<file path="config.mk">
export PLATFORM = sky130hd
export DESIGN_NAME = inert_rd_seq
export DESIGN_NICKNAME = d
export VERILOG_FILES = /design/src/rtl/inert_rd_seq.sv
export SDC_FILE = /design/constraint.sdc
export NUM_CORES = 1
export LEC_CHECK = 0
export BUFFER_PORTS_ARGS = -buffer_cell sky130_fd_sc_hd__buf_4
export CAP_MARGIN = 20
export CORE_MARGIN = 3
export CORE_UTILIZATION = 55
export CTS_BUF_LIST = sky130_fd_sc_hd__clkbuf_8
export DETAILED_ROUTE_END_ITERATION = 7
export PLACE_DENSITY_LB_ADDON = 0.25
export SLEW_MARGIN = 20
export SYNTH_ARGS = -nofsm -noshare
export SYNTH_HDL_FRONTEND = slang
export SYNTH_SLANG_ARGS = --single-unit
</file>
<file path="constraint.sdc">
create_clock -name clk -period 6.2 [get_ports clk]
set_input_delay 0.31 -clock clk [delete_from_list [all_inputs] [get_ports clk]]
set_output_delay 0.31 -clock clk [all_outputs]
set_load 0.02 [all_outputs]
</file>
<file path="src/rtl/inert_rd_seq.sv">
// Inertial sensor sequencer: powers up and configures the sensor through a 16-bit SPI master,
// then burst-reads NUM_CH channels per data-ready edge, with timeout re-init and overrun flagging.
//
// state       | meaning
// PWRUP       | power-up wait, then issue init command 0
// INIT_WAIT   | waiting for done of init command idx
// IDLE        | initialised, waiting for a data-ready edge or queued sample
// RD_WAIT     | waiting for done of read byte `byte`
// PUBLISH     | vld cycle for the freshly published sample
module inert_rd_seq #(
    parameter int                     NUM_CH    = 5,
    parameter logic [6:0]             BASE_ADDR = 7'h22,
    parameter int                     NUM_INIT  = 4,
    parameter logic [NUM_INIT*16-1:0] INIT_CMDS = {16'h1460, 16'h1162, 16'h1062, 16'h0D02},
    parameter int                     PWRUP_W   = 16,
    parameter int                     TMO_CYC   = 1024
) (
    input  logic                 clk,
    input  logic                 rst,
    input  logic                 INT,
    input  logic                 spi_done,
    input  logic [15:0]          spi_rd,
    output logic                 spi_wrt,
    output logic [15:0]          spi_cmd,
    output logic [NUM_CH*16-1:0] data,
    output logic                 vld,
    output logic                 init_done,
    output logic                 ovr,
    output logic                 tmo
);

    localparam int                WW        = $clog2(TMO_CYC + 1);
    localparam logic [3:0]        LAST_BYTE = 4'(2 * NUM_CH - 1);
    localparam logic [2:0]        LAST_IDX  = 3'(NUM_INIT - 1);
    localparam logic [WW-1:0]     TMO_LAST  = WW'(TMO_CYC - 1);
    localparam logic [WW-1:0]     WW_ONE    = 1;
    localparam logic [PWRUP_W-1:0] PW_ONE   = 1;

    typedef enum logic [2:0] {
        S_PWRUP,
        S_INIT_WAIT,
        S_IDLE,
        S_RD_WAIT,
        S_PUBLISH
    } state_t;

    state_t                 state_q;
    logic [PWRUP_W-1:0]     pwr_cnt_q;
    logic [WW-1:0]          wait_q;
    logic [2:0]             idx_q;
    logic [3:0]             byte_q;
    logic                   pending_q;
    logic                   int_m_q, int_s_q, int_s_d_q;
    logic [NUM_CH*16-1:0]   shadow_q, shadow_d;
    logic [NUM_CH*16-1:0]   data_q;
    logic                   vld_q, init_done_q, ovr_q, tmo_q, spi_wrt_q;
    logic [15:0]            spi_cmd_q;

    logic                   int_edge;
    logic                   tmo_hit;
    logic [2:0]             idx_nxt;
    logic [6:0]             addr_d;
    logic [15:0]            init_tbl [8];
    logic                   unused_rd_hi;

    // Pad the command table to 8 entries so idx never selects outside it.
    for (genvar g = 0; g < 8; g++) begin : g_init
        if (g < NUM_INIT) begin : g_use
            assign init_tbl[g] = INIT_CMDS[16*g +: 16];
        end else begin : g_pad
            assign init_tbl[g] = 16'h0000;
        end
    end

    assign int_edge     = int_s_q & ~int_s_d_q;
    assign idx_nxt      = idx_q + 3'd1;
    assign addr_d       = BASE_ADDR + {3'b000, byte_q} + 7'd1;
    assign unused_rd_hi = ^spi_rd[15:8];
    assign tmo_hit      = (state_q == S_INIT_WAIT || state_q == S_RD_WAIT)
                          && !spi_done && (wait_q == TMO_LAST);

    // Shadow with the incoming byte merged, so the last byte can publish in the same edge.
    always_comb begin
        shadow_d = shadow_q;
        shadow_d[int'(byte_q) * 8 +: 8] = spi_rd[7:0];
    end

    always_ff @(posedge clk or posedge rst) begin
        if (rst) begin
            state_q     <= S_PWRUP;
            pwr_cnt_q   <= '0;
            wait_q      <= '0;
            idx_q       <= '0;
            byte_q      <= '0;
            pending_q   <= 1'b0;
            int_m_q     <= 1'b0;
            int_s_q     <= 1'b0;
            int_s_d_q   <= 1'b0;
            shadow_q    <= '0;
            data_q      <= '0;
            vld_q       <= 1'b0;
            init_done_q <= 1'b0;
            ovr_q       <= 1'b0;
            tmo_q       <= 1'b0;
            spi_wrt_q   <= 1'b0;
            spi_cmd_q   <= '0;
        end else begin
            int_m_q   <= INT;
            int_s_q   <= int_m_q;
            int_s_d_q <= int_s_q;
            spi_wrt_q <= 1'b0;
            vld_q     <= 1'b0;
            ovr_q     <= 1'b0;

            // At most one sample can be queued behind the burst in flight.
            if (int_edge && (state_q == S_RD_WAIT || state_q == S_PUBLISH)) begin
                if (pending_q) ovr_q <= 1'b1;
                else           pending_q <= 1'b1;
            end

            case (state_q)
                S_PWRUP: begin
                    pwr_cnt_q <= pwr_cnt_q + PW_ONE;
                    if (&pwr_cnt_q) begin
                        spi_wrt_q <= 1'b1;
                        spi_cmd_q <= init_tbl[0];
                        idx_q     <= '0;
                        wait_q    <= '0;
                        state_q   <= S_INIT_WAIT;
                    end
                end
                S_INIT_WAIT: begin
                    if (spi_done) begin
                        if (idx_q == LAST_IDX) begin
                            init_done_q <= 1'b1;
                            state_q     <= S_IDLE;
                        end else begin
                            idx_q     <= idx_nxt;
                            spi_wrt_q <= 1'b1;
                            spi_cmd_q <= init_tbl[idx_nxt];
                            wait_q    <= '0;
                        end
                    end else begin
                        wait_q <= wait_q + WW_ONE;
                    end
                end
                S_IDLE: begin
                    if (int_edge || pending_q) begin
                        pending_q <= 1'b0;
                        byte_q    <= '0;
                        spi_wrt_q <= 1'b1;
                        spi_cmd_q <= {1'b1, BASE_ADDR, 8'h00};
                        wait_q    <= '0;
                        state_q   <= S_RD_WAIT;
                    end
                end
                S_RD_WAIT: begin
                    if (spi_done) begin
                        shadow_q <= shadow_d;
                        if (byte_q == LAST_BYTE) begin
                            data_q  <= shadow_d;
                            vld_q   <= 1'b1;
                            state_q <= S_PUBLISH;
                        end else begin
                            byte_q    <= byte_q + 4'd1;
                            spi_wrt_q <= 1'b1;
                            spi_cmd_q <= {1'b1, addr_d, 8'h00};
                            wait_q    <= '0;
                        end
                    end else begin
                        wait_q <= wait_q + WW_ONE;
                    end
                end
                S_PUBLISH: begin
                    state_q <= S_IDLE;
                end
                default: begin
                    state_q <= S_PWRUP;
                end
            endcase

            // Lost handshake: drop the partial burst and configure the sensor again.
            if (tmo_hit) begin
                tmo_q       <= 1'b1;
                init_done_q <= 1'b0;
                pending_q   <= 1'b0;
                pwr_cnt_q   <= '0;
                state_q     <= S_PWRUP;
            end
        end
    end

    assign spi_wrt   = spi_wrt_q;
    assign spi_cmd   = spi_cmd_q;
    assign data      = data_q;
    assign vld       = vld_q;
    assign init_done = init_done_q;
    assign ovr       = ovr_q;
    assign tmo       = tmo_q;

endmodule

</file>
== Yosys cells after proc, flatten, opt, wreduce, memory -nomap -nowiden ==
Memory sizes are Yosys's and may differ from the RTL's.
Cells that the tools add are included.

* Register bits after elaboration: 222
* ROM bits: 128
* Input port bits: 20
* Output and inout port bits: 101
* Word-level logic and storage cells: 131
* Memories: 1

{| class="wikitable"
|+ Memories
! memory !! depth !! width !! read ports !! clocked after Yosys merged registers in !! wr ports !! RTL line !! RTL
|-
| (no name shown) || 8 || 16 || 1 || 0 || 0 || 140 || <nowiki>spi_cmd_q <= init_tbl[idx_nxt];</nowiki>
|}

* $add $sub $neg: 7
* Order comparisons: 1
* Equality and inequality tests: 21
* Shifts and indexed selects: 2
* Multiplexer cells: 55
* Bitwise gates (word level): 3
* Reduce and logical (&&, ||, !) cells: 24

{| class="wikitable"
|+ Operators by type and width
! kind !! number
|-
| $mux W16 || 10
|-
| $bwmux W80 || 1
|-
| $shift A8 B33 Y80 const A || 1
|-
| $shiftx A8 B33 Y80 || 1
|-
| $mux W11 || 6
|-
| $pmux W16 S4 || 1
|-
| $pmux W11 S4 || 1
|-
| $neg A7 Y33 || 1
|-
| $mux W3 || 10
|-
| $mux W1 || 19
|-
| $ne A3 B3 Y1 const B || 6
|-
| $add A16 B1 Y16 const B || 1
|-
| $reduce_and A16 Y1 || 1
|-
| $pmux W3 S5 || 1
|-
| $mux W4 || 3
|-
| $ne A2 B2 Y1 const B || 6
|-
| $reduce_bool A2 Y1 || 6
|-
| $add A11 B1 Y11 const B || 1
|-
| $eq A11 B10 Y1 const B || 1
|-
| $eq A3 B2 Y1 const B || 3
|-
| $pmux W4 S2 || 1
|-
| $reduce_and A4 Y1 || 2
|-
| $add A6 B4 Y7 const A || 1
|-
| $add A7 B1 Y7 const B || 1
|-
| other kinds (22) || 28
|}

== Longest topological paths before layout ==
Gate-level depths: netlist of the first run.

* Word-level depth: 8
* Gate-level depth with buffers: 11
* Mapped depth without buffers: 7

== Least setup slack after synthesis of the first run ==
Ideal clock, no wire load.

* Path type: reg-to-reg
* Start point: register byte_q[0]
* End point: register shadow_q[56]
* Library setup time: 0.125 ns
* Data arrival time: 2.463 ns
* Required time: 6.075 ns
* Slack: 3.612 ns
* Cell stages (with the launch flop): 10
* Buffers on the path: 3
* Clock period less this slack: 2.588 ns
* Path through: dfrtp_1 -> clkbuf_1 -> inv_1 -> clkbuf_1 -> ha_1 -> nand2b_1 -> a21oi_2 -> and2_1 -> buf_4 -> mux2_2

* Cells in the longest elaborated chain, start to end: 3
* Elaborated cells between the ends (all ways): 4
* Classes of those cells: add/sub (1); shift (2); mux (1)

{| class="wikitable"
|+ Ends and longest elaborated chain
! item !! RTL line !! RTL
|-
| from (decl) || 51 || <nowiki>logic [3:0] byte_q;</nowiki>
|-
| from (signal assigned) || 165 || <nowiki>byte_q <= byte_q + 4'd1;</nowiki>
|-
| $neg A7 Y33 * || 85 || <nowiki>shadow_d[int'(byte_q) * 8 +: 8] = spi_rd[7:0];</nowiki>
|-
| $shiftx A8 B33 Y80 or $shift A8 B33 Y80 (tied branches) || 85 ||
|-
| $bwmux W80 * || 85 ||
|-
| to (signal assigned) || 159 || <nowiki>shadow_q <= shadow_d;</nowiki>
|-
| to (decl) || 54 || <nowiki>logic [NUM_CH*16-1:0] shadow_q, shadow_d;</nowiki>
|}

Mark *: on every way between the ends. The rest lies on a longest branch, timed or not.
A chain may end at the register's enable or synchronous reset.

== Worst setup path in the final report of the first run ==
* Start point: register byte_q[0]
* End point: register data_q[4] (netlist: data[4])

* Cells in the longest elaborated chain, start to end: 3
* Elaborated cells between the ends (all ways): 6
* Classes of those cells: add/sub (1); eq/ne (1); shift (2); mux (1); reduce/logical (1)

{| class="wikitable"
|+ Ends and longest elaborated chain
! item !! RTL line !! RTL
|-
| $neg A7 Y33 || 85 ||
|-
| $shiftx A8 B33 Y80 or $shift A8 B33 Y80 (tied branches) || 85 ||
|-
| $bwmux W80 || 85 ||
|-
| to (signal assigned) || 161 || <nowiki>data_q <= shadow_d;</nowiki>
|-
| to (decl) || 55 || <nowiki>logic [NUM_CH*16-1:0] data_q;</nowiki>
|}

Several ways; a longest one is shown, not always the timed one.

==> flow_summary_export.csv, run 1 <==
group,metric,value,unit
run_status,status,"complete, no violations",
timing,skew,0.03037,ns
synthesis,syn_avg_cell_area,10.48,um^2
floorplan,start_util,57.05,%
timing,max_freq,0.2733,GHz
power_and_ir_drop,vdd_ir_drop_max,0.1945,mV
synthesis,ys_ff_latch,214,
cts,cts_hold_buf,1,
placed_design,pre_cts_ws,2.617,ns
critical_path,critical_path.max_fanout,35,
synthesis,synth_flop_cell,"dfrtp_1",
cts,cts_root_buf,"clkbuf_8",
synthesis,synthArstFlopShare,100.0,%
timing,fin_crit_sh,59.02,%
power_and_ir_drop,report.power.total,4796,uW
critical_path,r2r_end,"data[4]$_DFFE_PP0P_",
floorplan,ios,121,
finish,final_nets,1086,
timing,hold_viol_final,0,
synthesis,yosysSeqAreaShare,53.34,%
timing,fin_crit,3.659,ns
cts,cts.sinks,214,
placed_design,globalplace.congestion,0.8087,
timing,drv_slew,0,
finish,antenna_cells,0,
cts,postCtsSetupBuffers,0,
min_path,hp-start,"spi_rd[7]",
grt,gr-total-overflow,0,
placed_design,dp_hpwl,14.19,mm
floorplan,fp-row-count,48,
timing,setup_viol,0,
grt,track_usage,22.32,%
timing,relSlewSlack,33.16,%
min_path,min_path_cells,3,
drt,antenna_left,0,
cts,clk_path_buf_depth,3,
critical_path,end_kind,"flip-flop",
critical_path,critPathLaunchType,"flip-flop",
power_and_ir_drop,p_leak,0.005643,uW
drt,routed_via_density,5.534,
cts,cts_resized,0,
grt,grt_pass1_wl,36.25,mm
finish,postLayoutCoreUtil,66.85,%
timing,rsz0062_at_grt,"no",
drt,dr.pass1.iters,7,
synthesis,synth.distinct_cells,64,
finish,stdcell_count,1302,
synthesis,yosysWarnings,0,
timing,fin_setup_tns,0,ns
synthesis,syn_inst,958,
drt,drt_wl_total,21.80,mm
synthesis,synth_edf_count,0,
synthesis,synth_area,10040,um^2
timing,worst_pin_slew,0.9944,ns
critical_path,cp.arrival,4.01,ns
flow_run,maxCapViolCount,0,
floorplan,die_area,19910,um^2
placed_design,port_buffers,106,
cts,cts_buffers,37,
timing,worst_slack,2.541,ns
critical_path,crit_required,6.55,ns
cts,cts_tree,"built",
critical_path,r2r_slack,2.54,ns
cts,h-tree-depth,2,
min_path,min_to,"shadow_q[79]$_DFFE_PP0P_",
finish,area_delta_synth_final,17.17,%
critical_path,r2r_start,"byte_q[0]$_DFFE_PP0P_",
floorplan,coreArea,17600,um^2
drt,drt_iter0_markers,516,
floorplan,fp.dieW,141.1,um
drt,via_count,7205,
power_and_ir_drop,power.density,407.7,nW/um^2
min_path,worstHoldPathType,"in2reg",
cts,clkSlewWorstSetupHoldPaths,0.06,ns
cts,clk_latency,0.53,ns
grt,grt_start_max_net_pins,149,
finish,fill_cells,1392,
finish,drive_gt1_share,22.93,%
grt,grt_antenna_before_repair,0,
critical_path,r2r_cells,6,
drt,wl_per_cell,16.74,um
grt,grt_pass1_vias,7025,
placed_design,place_inst,1236,
drt,drc,0,
floorplan,die_h,141.1,um
critical_path,worstSetupPathType,"reg2reg",
through the flow:
step | hold WS, ns | instance area [um^2]
floorplan | 0.3312 | 10060
global placement | 0.3330 | 10890
detailed placement | 0.3373 | 10890
CTS | 0.06807 | 11730
global route | 0.1479 | 11760
finish | 0.1531 | 11760
where the power goes:
group	total (uW)	switching [uW]	internal (uW)
sequential	1940	246	1690
clock	1410	563	848
combinational	1450	854	594
total	4800	1660	3130
per-layer routing:
metal	routed length (um)	part of all wire, %	track usage, %	vias to the layer above
met5	0	0	0	-
met4	314	1.4	5.507	0
met2	10130	46	34.29	166
li1	-	-	-	3499
met3	1178	5.4	4.783	30
met1	10180	47	32.68	3510
critical path, cell delays in order (launching register included):
cell	delay (ns)
dfrtp_1	0.82
inv_1	0.40
ha_1	0.80
nor4bb_1	0.49
nand3_1	0.50
a21oi_1	0.38
o21ai_0	0.11
Yosys cell counts (10+ instances only):
cell type | n | area, um^2
o21ai_0 | 113 | 565.5
a21oi_1 | 32 | 160.2
inv_1 | 18 | 67.56
and3_1 | 23 | 143.9
nand2_1 | 147 | 551.8
ha_1 | 13 | 162.7
nor2_1 | 55 | 206.5
clkbuf_1 | 27 | 101.4
nand3_1 | 12 | 60.06
nand3b_1 | 13 | 97.59
nor3b_1 | 17 | 127.6
mux2i_1 | 75 | 750.7
buf_4 | 10 | 75.07
buf_2 | 23 | 115.1
mux2_2 | 55 | 619.3
dfrtp_1 | 214 | 5355
xor2_1 | 11 | 96.34
cell usage in the layout (no fill, tap or decap), drive strengths merged, types with 17 or more instances in the layout:
| master | count |
|---|---|
| o21ai | 114 |
| buf | 113 |
| and3 | 23 |
| inv | 26 |
| a21oi | 34 |
| nor2 | 57 |
| nand2 | 147 |
| mux2i | 75 |
| mux2 | 55 |
| dfrtp | 214 |
| clkbuf | 47 |
| nor3b | 17 |
state kept, by name, summed over array words and instances (netlist names), 3 cells and up:
| register | cells |
|---|---|
| state_q | 3 |
| byte_q | 4 |
| data | 80 |
| pwr_cnt_q | 16 |
| spi_cmd | 8 |
| wait_q | 11 |
| shadow_q | 80 |
| idx_q | 3 |
kinds of logic after synthesis:
logic type	Yosys count	share of synthesized area, %
flip-flops	214	53.34
other	1	0.03735
adder cells (fa/ha/maj)	13	1.620
multiplexers	130	13.65
AO/OA/AOI/OAI	179	10.02
XOR/XNOR	19	1.658
AND/OR/NAND/NOR	319	15.84
buffers and inverters	83	3.838
worst max-delay path by stage:
stage | startpoint | endpoint
CTS | byte_q[0]$_DFFE_PP0P_ | data[4]$_DFFE_PP0P_
global route | byte_q[0]$_DFFE_PP0P_ | data[7]$_DFFE_PP0P_
floorplan | rst | byte_q[0]$_DFFE_PP0P_
detailed placement | byte_q[0]$_DFFE_PP0P_ | data[4]$_DFFE_PP0P_
global placement | byte_q[0]$_DFFE_PP0P_ | data[4]$_DFFE_PP0P_
finish | byte_q[0]$_DFFE_PP0P_ | data[4]$_DFFE_PP0P_
final cells by class:
cell class	count	area (um^2)	share of cell area (%)
inverter	19	78.83	0.6701
clock inverter	16	175.2	1.489
tap	225	281.5	2.393
clock buffer	47	646.9	5.499
sequential	214	5355	45.52
multi-input combinational	666	4338	36.88
timing repair buffer	115	888.4	7.552
Power figures use the tool's default switching activity.
==> inputs of run 2 (changes only) <==
- clock period: 6.2 -> 3.6 ns (I/O delays scaled with it)
==> flow_summary_export.csv, run 2 (synthesis results as in run 1) <==
group,metric,value,unit
timing,worst_hold_slack,0.03053,ns
cts,clk_path_buf_depth,3,
critical_path,critPathLaunchType,"flip-flop",
critical_path,r2r_end,"data[32]$_DFFE_PP0P_",
critical_path,cp.depth,7,
power_and_ir_drop,combPwrFrac,33.2,%
placed_design,globalplace.congestion,0.8251,
floorplan,die_h,141.1,um
floorplan,die_area,19910,um^2
critical_path,critPathSlowestCell,"dfrtp_1",
critical_path,end_kind,"flip-flop",
min_path,hp-start,"spi_rd[2]",
finish,area_delta_synth_final,16.49,%
power_and_ir_drop,p_leak,0.005637,uW
power_and_ir_drop,vdd_ir_drop_max,0.4208,mV
power_and_ir_drop,switching_power,2861,uW
floorplan,ios,121,
grt,grt_pass1_vias,7056,
finish,stdcell_count,1313,
timing,fin_crit,2.718,ns
cts,clk_latency,0.53,ns
power_and_ir_drop,swShare,36.44,%
critical_path,r2r_slack,0.88,ns
drt,drt_iter0_markers,375,
placed_design,port_buffers,106,
cts,clkSlewWorstSetupHoldPaths,0.06,ns
timing,fin_setup_tns,0,ns
drt,drc,0,
critical_path,worstSetupPathType,"reg2reg",
power_and_ir_drop,p_int,4991,uW
cts,cts_tree,"built",
critical_path,r2r_start,"byte_q[1]$_DFFE_PP0P_",
run_status,status,"complete, no violations",
cts,cts.sinks,214,
drt,antenna_left,0,
critical_path,cp-endpoint,"data[32]$_DFFE_PP0P_",
floorplan,start_util,57.05,%
finish,fill_cells,1431,
critical_path,max_stage_delay,0.52,ns
timing,drv_slew,0,
power_and_ir_drop,seqPwrFrac,41.6,%
flow_run,maxCapViolCount,0,
cts,cts_resized,0,
critical_path,r2r_cells,7,
cts,cts_buffers,35,
finish,antenna_cells,0,
critical_path,crit_required,3.97,ns
cts,cts_root_buf,"clkbuf_8",
grt,gr-total-overflow,0,
timing,worst_pin_slew,0.8703,ns
floorplan,coreArea,17600,um^2
grt,grt_antenna_before_repair,0,
grt,grt_start_max_net_pins,69,
timing,relSlewSlack,41.63,%
cts,postCtsSetupBuffers,0,
drt,dr.pass1.iters,5,
placed_design,dp_hpwl,15.02,mm
finish,layout_common_cells,"dfrtp_1, nand2_1, buf_4",
finish,layout_commonest_cell,"dfrtp_1",
critical_path,cp.buffers_inverters,1,
finish,drive_gt1_share,22.43,%
drt,routed_via_density,5.494,
grt,grt_pass1_wl,36.45,mm
timing,hold_viol_final,0,
drt,via_count,7214,
grt,track_usage,22.46,%
min_path,worstHoldPathType,"in2reg",
finish,postLayoutCoreUtil,66.46,%
timing,setup_viol,0,
timing,rsz0062_at_grt,"no",
power_and_ir_drop,p_clk_share,25.2,%
cts,cts_hold_buf,6,
finish,final_nets,1097,
critical_path,cp.arrival,3.09,ns
power_and_ir_drop,power.density,671.5,nW/um^2
timing,fin_crit_sh,75.50,%
critical_path,critPathTopFamily,"simple AND/OR/NAND/NOR gates",
critical_path,crit_chain,"inv_1 > ha_1 > nand2b_1 > a211oi_1 > nand3b_1 > mux2i_1 > o21ai_0",
critical_path,crit_start,"byte_q[1]$_DFFE_PP0P_",
placed_design,place_inst,1246,
drt,wl_per_cell,16.88,um
floorplan,fp-row-count,48,
timing,skew,0.01886,ns
critical_path,critical_path.max_fanout,9,
drt,drt_wl_total,22.16,mm
floorplan,fp.dieW,141.1,um
cts,h-tree-depth,2,
timing,max_freq,0.3679,GHz
[run 2: changes by cell type in the layout (fill, tap and decap cells not counted)]
cell	before	now
bufinv_16	4	0
nor4_1	1	2
buf_12	0	2
clkinv_2	4	2
clkinvlp_4	0	2
dlygate4sd3_1	2	6
clkbuf_8	47	41
inv_8	1	0
buf_16	1	0
buf_4	112	120
nor4_2	3	2
inv_1	24	33
[run 2: how the worst min path moves through the flow]
stage / to / cells past startpoint
2_1_floorplan: int_m_q$_DFF_PP0_ / 0
3_3_place_gp: int_m_q$_DFF_PP0_ / 1
3_5_place_dp: int_m_q$_DFF_PP0_ / 1
4_1_cts: shadow_q[74]$_DFFE_PP0P_ / 3
5_1_grt: shadow_q[10]$_DFFE_PP0P_ / 3
6_report: shadow_q[74]$_DFFE_PP0P_ / 3
[run 2: power by group through the flow]
stage	logic, uW	clock network, uW	registers [uW]
3_3_place_gp	2540	0	3270
2_1_floorplan	1670	0	3420
4_1_cts	2610	2020	3260
5_1_grt	2880	2140	3330
3_5_place_dp	2590	0	3300
6_report	2600	1980	3270
[run 2: cell type report]
| cell class | count | area (um^2) | area share, % |
|---|---|---|---|
| Sequential cell | 214 | 5355 | 45.79 |
| Multi-Input combinational cell | 666 | 4332 | 37.04 |
| Timing Repair Buffer | 128 | 1001 | 8.559 |
| Clock buffer | 41 | 564.3 | 4.825 |
| Tap cell | 225 | 281.5 | 2.407 |
| Clock inverter | 20 | 86.33 | 0.7382 |
| Inverter | 19 | 75.07 | 0.6419 |
[run 2: layer usage]
layer  up-vias  wire, um  share of wire (%)  track usage (%)
li1       3526         -                  -                -
met1      3499     10370                 47            32.40
met2       158     10270                 46            34.81
met3        31      1093                4.9            4.545
met4         0       421                1.9            6.323
met5         -         0                  0                0
[run 2: worst register-to-register path, cell delays in order, from the launching register on]
cell and delay, ns:
dfrtp_1 0.52, inv_1 0.15, ha_1 0.28, nand2b_1 0.19
a211oi_1 0.47, nand3b_1 0.49, mux2i_1 0.35, o21ai_0 0.12
[run 2: stage by stage]
stage	total power (uW)	instance area, um^2	worst slack (ns)
4_1_cts	7899	11700	0.8540
5_1_grt	8344	11700	0.6518
6_report	7853	11700	0.8821
2_1_floorplan	5094	10060	0.6358
3_3_place_gp	5811	10980	0.8935
3_5_place_dp	5891	10980	0.8883
==> inputs of run 3 (changes only) <==
- ABC_AREA: default -> 1
- clock period: 3.6 -> 2.2 ns (I/O delays scaled with it)
==> flow_summary_export.csv, run 3 <==
group,metric,value,unit
synthesis,ys_ff_latch,214,
synthesis,syn_inst,1321,
critical_path,critPathLaunchType,"flip-flop",
timing,worst_pin_slew,0.5850,ns
drt,routed_via_density,5.437,
power_and_ir_drop,vdd_ir_drop_max,0.4979,mV
floorplan,die_h,144.1,um
placed_design,port_buffers,106,
finish,layout_commonest_cell,"nand2_1",
floorplan,ios,121,
flow_run,maxCapViolCount,0,
critical_path,max_stage_delay,0.42,ns
finish,final_nets,1487,
synthesis,synth_area_leaders,"dfrtp_1, nand2_1, nand3_1, o21ai_1, inv_1",
floorplan,coreArea,18330,um^2
synthesis,synth.distinct_cells,42,
timing,max_freq,0.4838,GHz
critical_path,cp.arrival,2.51,ns
placed_design,pre_cts_ws,0.07605,ns
critical_path,r2r_end,"shadow_q[56]$_DFFE_PP0P_",
cts,clk_path_buf_depth,3,
drt,wl_per_cell,14.99,um
timing,relSlewSlack,60.92,%
finish,layout_common_cells,"nand2_1, dfrtp_1, nand3_1",
grt,grt_start_max_net_pins,116,
timing,drv_slew,0,
synthesis,synth_edf_count,0,
power_and_ir_drop,power.density,619.4,nW/um^2
timing,worst_slack,0.1331,ns
cts,cts_buffers,38,
synthesis,synth_area,10490,um^2
critical_path,critPathTopFamily,"simple AND/OR/NAND/NOR gates",
drt,drt_wl_total,25.60,mm
timing,hold_viol_final,0,
critical_path,cp.buffers_inverters,2,
finish,antenna_cells,0,
synthesis,synthArstFlopShare,100.0,%
critical_path,crit_chain,"inv_1 > ha_1 > buf_6 > nor2_1 > nand2_1 > o21ai_1 > o21ai_1 > o21ai_1",
critical_path,r2r_start,"byte_q[1]$_DFFE_PP0P_",
cts,cts_root_buf,"clkbuf_8",
synthesis,synth_flop_cell,"dfrtp_1",
grt,grt_pass1_wl,42.20,mm
critical_path,crit_required,2.65,ns
timing,rsz0062_at_grt,"no",
cts,cts_tree,"built",
critical_path,critPathSlowestCell,"dfrtp_2",
timing,fin_crit,2.067,ns
synthesis,synth_top_area_cell,"dfrtp_1",
power_and_ir_drop,p_leak,0.006452,uW
synthesis,yosysMostFrequentCell,"nand2_1",
synthesis,netlist.area_leader.share,51.06,%
cts,clkSlewWorstSetupHoldPaths,0.06,ns
synthesis,synth_commonest_cells,"nand2_1, dfrtp_1, nand3_1, o21ai_1, inv_1",
critical_path,end_kind,"flip-flop",
placed_design,place_area,11630,um^2
drt,drc,0,
cts,cts.sinks,214,
drt,antenna_left,0,
drt,dr.pass1.iters,5,
run_status,status,"complete, no violations",
timing,setup_viol,0,
finish,area_delta_synth_final,18.72,%
grt,grt_pass1_vias,8722,
critical_path,cp.depth,8,
finish,final_cell_area,12450,um^2
drt,via_count,9286,
min_path,worstHoldPathType,"in2reg",
critical_path,crit_path_frequent_cell,"o21ai_1",
critical_path,r2r_slack,0.13,ns
grt,gr-total-overflow,0,
placed_design,dp_hpwl,17.73,mm
floorplan,fp-row-count,49,
timing,worst_hold_slack,0.04328,ns
synthesis,syn_avg_cell_area,7.939,um^2
critical_path,critical_path.max_fanout,20,
cts,h-tree-depth,2,
synthesis,yosysSeqAreaShare,51.06,%
cts,clk_latency,0.54,ns
finish,drive_gt1_share,16.90,%
timing,fin_crit_sh,93.95,%
min_path,min_path_cells,5,
floorplan,fp.dieW,144.1,um
timing,skew,0.01832,ns
min_path,hp-start,"spi_rd[4]",
placed_design,globalplace.congestion,0.9295,
grt,grt_antenna_before_repair,0,
synthesis,yosysWarnings,0,
min_path,min_to,"shadow_q[44]$_DFFE_PP0P_",
critical_path,r2r_cells,8,
critical_path,worstSetupPathType,"reg2reg",
drt,drt_iter0_markers,702,
floorplan,die_area,20760,um^2
grt,track_usage,24.91,%
floorplan,start_util,57.21,%
[run 3: cell types whose count changed after synthesis, sizes merged, moves of 8 or more]
cell,change
mux2i,-75
o21ai,+36
nand4,+27
inv,+83
xor2,-9
a21oi,-24
and3,-21
nand3b,-13
nand2,+324
mux2,-55
nor3b,-16
nand3,+143
nand2b,-8
[run 3: worst max path at each step]
stage | slack (ns) | to | startpoint
floorplan | -0.69 | byte_q[0]$_DFFE_PP0P_ | rst
global placement | 0.16 | shadow_q[56]$_DFFE_PP0P_ | byte_q[0]$_DFFE_PP0P_
detailed placement | 0.08 | shadow_q[56]$_DFFE_PP0P_ | byte_q[0]$_DFFE_PP0P_
CTS | 0.04 | shadow_q[45]$_DFFE_PP0P_ | byte_q[0]$_DFFE_PP0P_
global route | 0.02 | data[68]$_DFFE_PP0P_ | byte_q[1]$_DFFE_PP0P_
finish | 0.13 | shadow_q[56]$_DFFE_PP0P_ | byte_q[1]$_DFFE_PP0P_
[run 3: metal layers]
layer	track usage, %	part of all wire, %
met5	0	0
met4	8.573	2.6
met3	4.663	6.4
met2	38.00	45
met1	36.10	46
[run 3: kinds of logic after synthesis]
kind of cell	after synthesis	share of synthesized area (%)
DFF	214	51.06
other	1	0.03576
adders and majority gates	13	1.551
buffers and inverters	169	7.182
xor gates and xnor gates	3	0.2506
and+or+nand+nor	747	31.21
AOI/OAI and AO/OA	174	8.709
[run 3: what timing repair did]
action / CTS / global route
buffers inserted: 0 / 3
setup endpoints to repair: 0 / 96
resized for setup: 0 / 6
hold buffers: 3 / 0
endpoints found under the hold margin: 22 / 0
[run 3: cell type report]
cell class,count,area [um^2]
clock buffers,45,619.3
clock inverters,20,117.6
fillers,1510,5881
inverters,103,391.6
multi-input cells,943,4410
flip-flops and latches,214,5358
well taps,229,286.5
repair buffers,154,1267
[run 3: worst min-delay path: stages]
cell and delay [ns]:
buf_4 0.14, nand2_1 0.06, o21ai_0 0.06, o21ai_1 0.10, o21ai_1 0.06
[run 3: where the power goes]
group	internal, uW	total, uW	switching [uW]	leakage (uW)
clock network	1970	3590	1610	0.000423
logic	42.2	174	131	0.00313
registers	3950	3950	5.05	0.00290
[run 3: stage by stage]
stage	util, %	power (uW)	TNS [ns]	std cells
6_report	67.92	7712	0	1708
5_1_grt	67.92	7993	0	1708
4_1_cts	67.64	7776	0	1705
3_5_place_dp	63.46	4194	0	1637
3_3_place_gp	63.46	4193	0	1637
2_1_floorplan	-	4126	-148.55	1326
